===== config.mk =====
export PLATFORM = sky130hd
export DESIGN_NAME = stack_controller
export DESIGN_NICKNAME = d
export VERILOG_FILES = /design/src/rtl/stack_controller.sv
export SDC_FILE = /design/constraint.sdc
export NUM_CORES = 1
export LEC_CHECK = 0
export BUFFER_PORTS_ARGS = -buffer_cell sky130_fd_sc_hd__buf_2
export CAP_MARGIN = 20
export CORE_UTILIZATION = 45
export CTS_CLUSTER_SIZE = 30
export DETAILED_ROUTE_END_ITERATION = 12
export GPL_ROUTABILITY_DRIVEN = 1
export PLACE_DENSITY = 0.7
export RECOVER_POWER = 25
export SYNTH_ARGS = -nofsm -noshare
export SYNTH_HDL_FRONTEND = slang
export SYNTH_SLANG_ARGS = --single-unit

===== constraint.sdc =====
create_clock -name clk -period 1.4 [get_ports clk]
set_input_delay 0.14 -clock clk [delete_from_list [all_inputs] [get_ports clk]]
set_output_delay 0.14 -clock clk [all_outputs]
set_load 0.03 [all_outputs]

===== src/rtl/stack_controller.sv =====
// Multicycle control FSM for the 8-bit stack-machine datapath.
// Control strobes are registered from the next state; rst forces them low immediately.
module stack_controller #(
  parameter int unsigned STATE_W = 4,
  parameter int unsigned OPC_W   = 3
) (
  input  logic               clk,
  input  logic               rst,
  input  logic [OPC_W-1:0]   opcode,
  output logic               pcWrite,
  output logic               pcWriteCond,
  output logic               pcSrc,
  output logic               IorD,
  output logic               memRead,
  output logic               memWrite,
  output logic               IRWrite,
  output logic               MtoS,
  output logic               ldA,
  output logic               ldB,
  output logic               srcA,
  output logic               srcB,
  output logic               push,
  output logic               pop,
  output logic               tos,
  output logic [1:0]         ALUOp,
  output logic [STATE_W-1:0] state,
  output logic               instDone
);

  typedef enum logic [STATE_W-1:0] {
    StIf    = 4'd0,
    StId    = 4'd1,
    StPopA  = 4'd2,
    StPopB  = 4'd3,
    StExec  = 4'd4,
    StWb    = 4'd5,
    StMemRd = 4'd6,
    StPushM = 4'd7,
    StMemWr = 4'd8,
    StJmp   = 4'd9,
    StJz    = 4'd10
  } state_e;

  typedef struct packed {
    logic       pc_write;
    logic       pc_write_cond;
    logic       pc_src;
    logic       i_or_d;
    logic       mem_read;
    logic       mem_write;
    logic       ir_write;
    logic       m_to_s;
    logic       ld_a;
    logic       ld_b;
    logic       src_a;
    logic       src_b;
    logic       push;
    logic       pop;
    logic       tos;
    logic [1:0] alu_op;
    logic       inst_done;
  } ctrl_t;

  // Strobes for a given state; ALU op comes from the opcode low bits only in EXEC.
  function automatic ctrl_t decode(input state_e s, input logic [OPC_W-1:0] opc);
    ctrl_t c;
    c = '0;
    case (s)
      StIf: begin
        c.mem_read = 1'b1;
        c.ir_write = 1'b1;
        c.src_a    = 1'b1;
        c.src_b    = 1'b1;
        c.pc_write = 1'b1;
      end
      StPopA: begin
        c.pop  = 1'b1;
        c.ld_a = 1'b1;
      end
      StPopB: begin
        c.pop  = 1'b1;
        c.ld_b = 1'b1;
      end
      StExec:  c.alu_op = opc[1:0];
      StWb: begin
        c.push      = 1'b1;
        c.inst_done = 1'b1;
      end
      StMemRd: begin
        c.i_or_d   = 1'b1;
        c.mem_read = 1'b1;
      end
      StPushM: begin
        c.m_to_s    = 1'b1;
        c.push      = 1'b1;
        c.inst_done = 1'b1;
      end
      StMemWr: begin
        c.i_or_d    = 1'b1;
        c.mem_write = 1'b1;
        c.inst_done = 1'b1;
      end
      StJmp: begin
        c.pc_src    = 1'b1;
        c.pc_write  = 1'b1;
        c.inst_done = 1'b1;
      end
      StJz: begin
        c.tos           = 1'b1;
        c.pc_src        = 1'b1;
        c.pc_write_cond = 1'b1;
        c.inst_done     = 1'b1;
      end
      default: c = '0;
    endcase
    return c;
  endfunction

  state_e state_q, state_d;
  ctrl_t  ctrl_q, ctrl_d, ctrl_out;

  always_comb begin
    state_d = StIf;
    case (state_q)
      StIf: state_d = StId;
      StId: begin
        case (opcode)
          3'b100:  state_d = StMemRd;
          3'b110:  state_d = StJmp;
          3'b111:  state_d = StJz;
          default: state_d = StPopA;
        endcase
      end
      StPopA: begin
        case (opcode)
          3'b000, 3'b001, 3'b010: state_d = StPopB;
          3'b011:                 state_d = StExec;
          3'b101:                 state_d = StMemWr;
          default:                state_d = StIf;
        endcase
      end
      StPopB:  state_d = StExec;
      StExec:  state_d = StWb;
      StMemRd: state_d = StPushM;
      default: state_d = StIf;
    endcase
    ctrl_d = decode(state_d, opcode);
  end

  // Reset parks the strobes at the IF pattern so the first cycle after release fetches.
  always_ff @(posedge clk or posedge rst) begin
    if (rst) begin
      state_q <= StIf;
      ctrl_q  <= decode(StIf, '0);
    end else begin
      state_q <= state_d;
      ctrl_q  <= ctrl_d;
    end
  end

  assign ctrl_out    = rst ? '0 : ctrl_q;
  assign pcWrite     = ctrl_out.pc_write;
  assign pcWriteCond = ctrl_out.pc_write_cond;
  assign pcSrc       = ctrl_out.pc_src;
  assign IorD        = ctrl_out.i_or_d;
  assign memRead     = ctrl_out.mem_read;
  assign memWrite    = ctrl_out.mem_write;
  assign IRWrite     = ctrl_out.ir_write;
  assign MtoS        = ctrl_out.m_to_s;
  assign ldA         = ctrl_out.ld_a;
  assign ldB         = ctrl_out.ld_b;
  assign srcA        = ctrl_out.src_a;
  assign srcB        = ctrl_out.src_b;
  assign push        = ctrl_out.push;
  assign pop         = ctrl_out.pop;
  assign tos         = ctrl_out.tos;
  assign ALUOp       = ctrl_out.alu_op;
  assign instDone    = ctrl_out.inst_done;
  assign state       = state_q;

endmodule


==> metrics <==
initial antenna violation count=0; area grow syn2layout=23.9%; total grt overflow=0; Clock Latency Late Sink=approximately 0.3 ns; slowest CP cell=dfrtp_2; count leader, synth=nor2b_1; H-tree depth=1; Worst R2R Start=state[0]$_DFF_PP0_; CP Class=reg -> reg; startpoint types=flop; Die Span Y=49.5 um; library cells used by synthesis=36; mapped cell area=0.00102 mm2; ys flop type=dfrtp_1; placed wire-length estimate=between 1000 and 1500 um; sequential area share after synthesis=0.472; First DRT Iteration DRCs=7; largest net degree at the start of global routing=17; DRT antenna net count=0; Hold Vio Cnt, Final=0; total clock sinks=19; Power Density=1930 mW/mm2; DRC=0; status=complete, no violations; num rows=16; Post-Route Skew=0.00434 ns; setup violation total in the final timing report=0; Met2 Wirelength=983 um; Pwr Total=2.43 mW; Via density=5.22; critical path's largest stage delay=0.40 ns; Port Buffers=26; Pleak=approximately 0.66 nW; top-area cell type share of the netlist area=0.394; num ports=27; share of flip-flops with an asynchronous set or reset=1.00; CP Data Arrival Time=1.60 ns; hold_sp=opcode[0]; final RePlAce weighted congestion=0.849; CORE AREA=approximately 0.0020 mm2; routed vias=825; Fmax achieved=0.739 GHz; Worst setup EP type=flop; Die X=49.5 um; Post-synth top cells=nor2b_1, dfrtp_1, nor2_1; Core Util, Final=0.616; setup ws final=between 0.04 and 0.05 ns; First-pass DRT Iterations=5; WL final=roughly 2100 um; Initial Util=0.498; crit-path max FO=5; Syn Nets=102; period utilization=0.967; critical path required time=between 1.5 and 2 ns; crit path launch=state[0]$_DFF_PP0_; final worst path period need=1.35 ns; Total Routing Usage GR=0.167; DR WL met3=around 130 um; antenna cells=0; Avg Cell Area, Syn=10.5 um2; WL/cell=13.2 um; relative max-transition margin=0.564; synthesis-stage register bit count=19; CP Cell Sequence=buf_4, and4bb_2, o211ai_4, nand3_2, o21ai_1; slew at the pin closest to its max-slew limit=0.654 ns; placed cell area=approximately 0.0012 mm2; die area=0.00245 mm2; highest metal used=met4; Post-synth EDFFs=0; Area contributors post-synth=dfrtp_1, nor2b_1, dfstp_2; share of cells above drive strength 1=0.466; Ys Warns=0; Reg clk slew, reported paths=around 0.10 ns; area leader, netlist=dfrtp_1; global-route wire length before repair=3110 um; CTS buffer count=3; TritonCTS clock tree=built; dpl ws=approximately 0.040 ns; Clock Root Buffer=clkbuf_4; met1 WL=925 um; Final #Nets=around 140; Mapped Cells=97; Final Cell Area=0.00126 mm2; class of the worst hold path=in -> reg; Max-Cap Viols=0; Final Max Slew Viols=0; Worst IR Drop VDD=1.23 mV; vias in the first global route=681; Clock Path Buffers=2
per-stage QoR:
step	std cells	setup TNS, ns	hold WS (ns)
2_1_floorplan	97	-0.0214	0.277
3_3_place_gp	145	0	0.217
3_5_place_dp	145	0	0.235
4_1_cts	150	0	0.119
5_1_grt	158	-0.0417	0.157
6_report	158	0	0.135
kinds of logic after synthesis:
family	Yosys count	share of synthesized area
simple gates	47	0.304
buf+inv	14	0.0899
flops	19	0.472
compound gates	17	0.134
worst max-delay path, delay by kind of cell (launching register included):
kind	cells	cell delay (ns)
AO/OA/AOI/OAI	2	0.37
AND/OR/NAND/NOR	2	0.39
buffers and inverters	1	0.14
flip-flops	1	0.40
sequential cells by signal, indices dropped and copies added, names as in the netlist:
name and count:
ctrl_q 15, state 4
placed cells by master, fill, tap and decap left out, drive strengths merged, types with 4 or more instances in the layout:
cell type  count
buf           36
inv            5
nor2b         17
nand2          5
clkbuf         5
a21oi          4
dfrtp         16
nor2           8
area by class of cell:
class	instances	area (um2)
fill	188	783
clock buffer	3	22.5
sequential	19	483
clock inverter	1	5.00
tap	27	33.8
timing repair buffer	39	226
multi-input combinational	64	469
inverter	5	18.8
report_power, final:
part | switching [mW] | internal, mW | leakage, nW
clock | 0.166 | 0.107 | 0.0177
sequential | 0.118 | 0.725 | 0.242
combinational | 0.753 | 0.559 | 0.402
final timing paths:
path | endpoint | slack (ns) | cells after the start
min in group asynchronous | ctrl_q[8]$_DFF_PP0_ | 0.62 | 3
max in group asynchronous | ctrl_q[17]$_DFF_PP1_ | 0.18 | 4
hold reg to reg | ctrl_q[4]$_DFF_PP0_ | 0.59 | 1
setup / recovery | ctrl_q[17]$_DFF_PP1_ | 0.05 | 5
hold / removal | ctrl_q[13]$_DFF_PP1_ | 0.13 | 2
setup reg to reg | ctrl_q[17]$_DFF_PP1_ | 0.05 | 5
layer usage:
layer,vias up,GRT usage
li1,393,-
met1,387,0.217
met2,35,0.281
met3,10,0.0278
met4,0,0.0571
met5,-,0
what timing repair did:
action                                  in CTS  in global routing
endpoints found under the setup margin       0                  7
hold endpoints to repair                     5                  0
buffers inserted                             0                  8
gates resized for setup                      0                  7
hold buffers                                 1                  0
Note: power is estimated with default switching activity, not from simulation.
